File: src/rtl/seg7_scan_driver.sv
// seg7_scan_driver: time-multiplexed driver for common-anode 7-segment digits on a shared active-low bus
//   clk    system clock
//   rst    asynchronous active-high reset
//   load   one-cycle strobe capturing data/dp/blank/blink into the shadow register
//   data   4-bit glyph code per digit, digit k in [4k+3:4k]
//   dp     per-digit decimal point
//   blank  per-digit force dark
//   blink  per-digit blink enable
//   seg    {dp,g,f,e,d,c,b,a}, active-low, registered
//   dig    one-hot digit select at SEL_ACTIVE_LOW polarity, registered
//   frame  one-cycle pulse after the active register commits
module seg7_scan_driver #(
   parameter int NUM_DIGITS = 4,
   parameter int SCAN_DIV = 50000,
   parameter int GUARD = 2,
   parameter int BLINK_DIV = 12500000,
   parameter int SEL_ACTIVE_LOW = 1
) (
   input  logic                    clk,
   input  logic                    rst,
   input  logic                    load,
   input  logic [4*NUM_DIGITS-1:0] data,
   input  logic [NUM_DIGITS-1:0]   dp,
   input  logic [NUM_DIGITS-1:0]   blank,
   input  logic [NUM_DIGITS-1:0]   blink,
   output logic [7:0]              seg,
   output logic [NUM_DIGITS-1:0]   dig,
   output logic                    frame
);
   localparam int CW = SCAN_DIV > 1 ? $clog2(SCAN_DIV) : 1;
   localparam int IW = NUM_DIGITS > 1 ? $clog2(NUM_DIGITS) : 1;
   localparam int BW = BLINK_DIV > 1 ? $clog2(BLINK_DIV) : 1;
   localparam int SW = 7 * NUM_DIGITS;
   localparam logic [CW-1:0] CNT_MAX = CW'(SCAN_DIV - 1);
   localparam logic [CW-1:0] GUARD_C = CW'(GUARD);
   localparam logic [IW-1:0] IDX_MAX = IW'(NUM_DIGITS - 1);
   localparam logic [BW-1:0] BLK_MAX = BW'(BLINK_DIV - 1);
   localparam logic [NUM_DIGITS-1:0] SEL_OFF = {NUM_DIGITS{SEL_ACTIVE_LOW != 0}};
   // Register image packed as {blink, blank, dp, data}; reset state is all digits blanked.
   localparam logic [SW-1:0] REG_RST = {{NUM_DIGITS{1'b0}}, {NUM_DIGITS{1'b1}}, {5*NUM_DIGITS{1'b0}}};
   logic [CW-1:0] cnt;
   logic [IW-1:0] idx;
   logic [BW-1:0] bcnt;
   logic phase;
   logic [SW-1:0] shadow, active, in_v;
   logic [4*NUM_DIGITS-1:0] ac_data, data_sh;
   logic [NUM_DIGITS-1:0] ac_dp, ac_blank, ac_blink, one, dig_n;
   logic slot_end, boundary, guard, dark;
   logic [3:0] glyph;
   logic [6:0] dec;
   logic [7:0] seg_n;
   always_comb begin
      in_v = {blink, blank, dp, data};
      {ac_blink, ac_blank, ac_dp, ac_data} = active;
      slot_end = cnt == CNT_MAX;
      boundary = slot_end && idx == IDX_MAX;
      guard = cnt < GUARD_C;
      one = NUM_DIGITS'(1) << idx;
      data_sh = ac_data >> {idx, 2'b00};
      glyph = data_sh[3:0];
      dark = |(one & ac_blank) || (|(one & ac_blink) && !phase);
      seg_n = guard || dark ? 8'hFF : {~|(one & ac_dp), dec};
      dig_n = guard ? '0 : one;
   end
   always_comb begin
      case (glyph)
         4'h0: dec = 7'b1000000;
         4'h1: dec = 7'b1111001;
         4'h2: dec = 7'b0100100;
         4'h3: dec = 7'b0110000;
         4'h4: dec = 7'b0011001;
         4'h5: dec = 7'b0010010;
         4'h6: dec = 7'b0000010;
         4'h7: dec = 7'b1111000;
         4'h8: dec = 7'b0000000;
         4'h9: dec = 7'b0011000;
         4'hA: dec = 7'b1000111;
         4'hB: dec = 7'b1000110;
         4'hC: dec = 7'b0110110;
         default: dec = 7'b1111111;
      endcase
   end
   always_ff @(posedge clk or posedge rst) begin
      if (rst) begin
         cnt <= '0;
         idx <= '0;
         bcnt <= '0;
         phase <= 1'b1;
         shadow <= REG_RST;
         active <= REG_RST;
         seg <= 8'hFF;
         dig <= SEL_OFF;
         frame <= 1'b0;
      end else begin
         cnt <= slot_end ? '0 : cnt + CW'(1);
         if (slot_end) idx <= idx == IDX_MAX ? '0 : idx + IW'(1);
         bcnt <= bcnt == BLK_MAX ? '0 : bcnt + BW'(1);
         if (bcnt == BLK_MAX) phase <= ~phase;
         if (load) shadow <= in_v;
         // A load landing on the boundary itself bypasses the shadow so it is not lost for a frame.
         if (boundary) active <= load ? in_v : shadow;
         frame <= boundary;
         seg <= seg_n;
         dig <= dig_n ^ SEL_OFF;
      end
   end
endmodule
File: config.mk
export PLATFORM = sky130hd
export DESIGN_NAME = seg7_scan_driver
export DESIGN_NICKNAME = d
export VERILOG_FILES = /design/src/rtl/seg7_scan_driver.sv
export SDC_FILE = /design/constraint.sdc
export NUM_CORES = 1
export LEC_CHECK = 0
export BUFFER_PORTS_ARGS = -buffer_cell sky130_fd_sc_hd__buf_2
export CAP_MARGIN = 10
export CORE_MARGIN = 3
export CORE_UTILIZATION = 45
export DETAILED_ROUTE_END_ITERATION = 16
export SLEW_MARGIN = 20
export SYNTH_ARGS = -nofsm -noshare
export SYNTH_HDL_FRONTEND = slang
export SYNTH_SLANG_ARGS = --single-unit
File: constraint.sdc
create_clock -name clk -period 4.8 [get_ports clk]
set_input_delay 0.48 -clock clk [delete_from_list [all_inputs] [get_ports clk]]
set_output_delay 0.48 -clock clk [all_outputs]
set_load 0.05 [all_outputs]
==> flow_metrics.env <==
export IMPL_arrival_ns=2.70
export IMPL_drive_gt1_frac=0.336
export IMPL_syn_avg_cell_area_um2=12.7
export IMPL_finalPower_w=0.00192
export IMPL_cts_root_buf="clkbuf_16"
export IMPL_insertion_delay_ns=0.35
export IMPL_hold_path_class="input port to asynchronous set/reset pin"
export IMPL_clockPowerShare=0.400
export IMPL_synth_cell_types=43
export IMPL_routed_wirelength_um=8970
export IMPL_netlist_top_cells_count="dfrtp_1 (91), mux2_2 (37), dfstp_2 (21)"
export IMPL_ys_seq_elements=112
export IMPL_fin_setup_tns_ns=0
export IMPL_ys_flop_type="dfrtp_1"
export IMPL_cts_tree="yes"
export IMPL_clkSinkCount=112
export IMPL_start_kind="flop"
export IMPL_synthMuxAreaShare=0.161
export IMPL_combPwrFrac=0.074
export IMPL_synth_top_family_by_area="multiplexers"
export IMPL_dr_total_vias=3129
export IMPL_critPathRequiredTime_ns=5.03
export IMPL_antenna_found_initial=0
export IMPL_worstPathMaxFanout=28
export IMPL_htree_levels=3
export IMPL_drt_iter0_drc=159
export IMPL_drc_errors=0
export IMPL_fp_dieW_um=112
export IMPL_grt_pass1_wl_um=15900
export IMPL_finalCritPeriodShare=0.513
export IMPL_synth_edf_count=0
export IMPL_post_dp_hpwl_um=6130
export IMPL_synth_async_reset_ratio=1.00
export IMPL_firstDrtPassIters=4
export IMPL_fin_skew_ns=0.0105
export IMPL_start_util=0.465
export IMPL_ys_warn_count=0
export IMPL_hold_viol_final=0
export IMPL_numCtsBuffers=9
export IMPL_grt_overflow_total=0
export IMPL_slew_headroom=0.415
export IMPL_grt_total_usage=0.156
export IMPL_leakage_nw=2.54
export IMPL_post_dp_cell_area_um2=5400
export IMPL_synth_top_cell_area_share=0.448
export IMPL_hold_buffers=0
export IMPL_std_cell_rows=38
export IMPL_port_buffers=43
export IMPL_peakVddDrop_uv=243
export IMPL_crit_type="flop to flop"
export IMPL_p_per_area_nw_per_um2=336
export IMPL_seqPwrFrac=0.526
export IMPL_n_antenna_cell=0
export IMPL_grt_max_degree=71
export IMPL_cts_resized=0
export IMPL_grt_pass1_vias=3192
export IMPL_clock_fmax_mhz=406
export IMPL_tightest_slew_ns=0.877
export IMPL_finalInstanceArea_um2=5710
export IMPL_synthAdderAreaFrac=0.0271
export IMPL_clockBufferDepth=2
export IMPL_viasPerCell=5.37
export IMPL_setup_violations_final=0
export IMPL_wl_per_cell_um=15.4
export IMPL_holdWs_ns=0.305
export IMPL_postCtsSetupRepairBufs=0
export IMPL_seq_area_frac_synth=0.556
export IMPL_ant_nets=0
export IMPL_rsz0062_at_grt="no"
export IMPL_yosys_area_share_simple=0.138
export IMPL_switchingPower_w=0.000449
export IMPL_cp_end_kind="flop"
export IMPL_synth_most_common_cell="dfrtp_1"
export IMPL_synth_compound_area_frac=0.0487
export IMPL_period_needed_ns=2.46
export IMPL_postSynthCellCount=401
export IMPL_status="complete, no violations"
export IMPL_maxCapViolCount=0
export IMPL_place_gp_congestion=0.767
export IMPL_finalMaxSlewViolations=0
export IMPL_finish_utilization=0.522
export IMPL_clkTransAtPathRegs_ns=0.07
export IMPL_ys_top_cells_by_area="dfrtp_1 (45%), dfstp_2 (11%), mux2_2 (8.2%), mux2_4 (5.9%), ha_1 (2.7%)"
export IMPL_nets=480
export IMPL_syn_to_final_growth_pct=12.3
export IMPL_internal_power_w=0.00147
export IMPL_synth_top_area_cell="dfrtp_1"
export IMPL_syn_area_um2=5080
export IMPL_core_area_um2=10900
export IMPL_die_h_um=112
export IMPL_syn_nets=443
export IMPL_dieArea_um2=12600
export IMPL_swShare=0.234
export IMPL_ioPinCount=44
export IMPL_yosys_area_share_xor_xnor=0.0448
## flip-flops by register name, indices dropped and copies added, names as in the netlist
name,flops
phase,1
frame,1
seg,8
idx,2
bcnt,24
cnt,16
active,28
dig,4
shadow,28
## logic make-up (layout without fill, tap and decap cells)
family                     Yosys count  in the layout
and+or+nand+nor                    122            122
buffers and inverters               28             70
adders and majority gates           11             11
AOI/OAI and AO/OA                   40             40
DFF                                112            112
xor gates and xnor gates            26             26
muxes                               62             62
## worst max-delay path: stages, from the launching register on
cell	delay [ns]
dfrtp_1	0.43
or4_4	0.57
nor4_4	0.41
nand3_4	0.47
mux2_4	0.46
## routing by layer
metal / global-route usage / vias up / share of wire
met4: 0.0513 / 0 / 0.012
met3: 0.0345 / 9 / 0.033
met5: 0 / - / 0
met2: 0.252 / 51 / 0.49
li1: - / 1507 / -
met1: 0.210 / 1562 / 0.47
## area by class of cell
class / count / area, µm²
fillers: 987 / 5230
flip-flops and latches: 112 / 2830
multi-input cells: 261 / 2130
repair buffers: 45 / 230
clock buffers: 10 / 229
well taps: 140 / 175
clock inverters: 6 / 76.3
inverters: 9 / 36.3
## cells in the final DEF (no fill, tap or decap), types with 5 or more instances in the layout
cell,n
inv_1,8
xor2_1,14
a21oi_1,11
nor2b_1,5
dfrtp_1,91
dfstp_2,21
nand2_1,19
and3_1,7
nor2_1,18
mux2_2,37
clkbuf_16,9
xnor2_1,12
buf_2,43
mux2_4,20
o21ai_0,10
or3_1,6
nand4_1,13
or4_1,6
and4_1,6
o31ai_1,7
nand3_1,19
ha_1,11
## power groups by stage
stage                     sequential (W)  combinational (W)  clock (W)
after floorplan                  0.00105          0.0000844          0
after global placement           0.00102           0.000143          0
after detailed placement         0.00103           0.000145          0
after CTS                        0.00101           0.000146   0.000790
after global routing             0.00101           0.000157   0.000829
final                            0.00101           0.000142   0.000767
## final timing paths
check | cells after the start | startpoint | end | slack (ns)
setup / recovery | 4 | cnt[11] | active[26] | 2.34
hold / removal | 2 | rst | bcnt[3] | 0.30
setup reg to reg | 4 | cnt[11] | active[26] | 2.34
hold reg to reg | 1 | cnt[0] | cnt[0] | 0.46
max in group asynchronous | 3 | rst | phase | 3.42
min in group clk | 2 | blank[1] | shadow[21] | 0.37
## per-stage QoR
stage	cells	setup slack [ns]
floorplan	401	1.40
global placement	567	2.39
detailed placement	567	2.33
CTS	583	2.32
global route	583	2.20
finish	583	2.34
(Power assumes the default switching activity.)
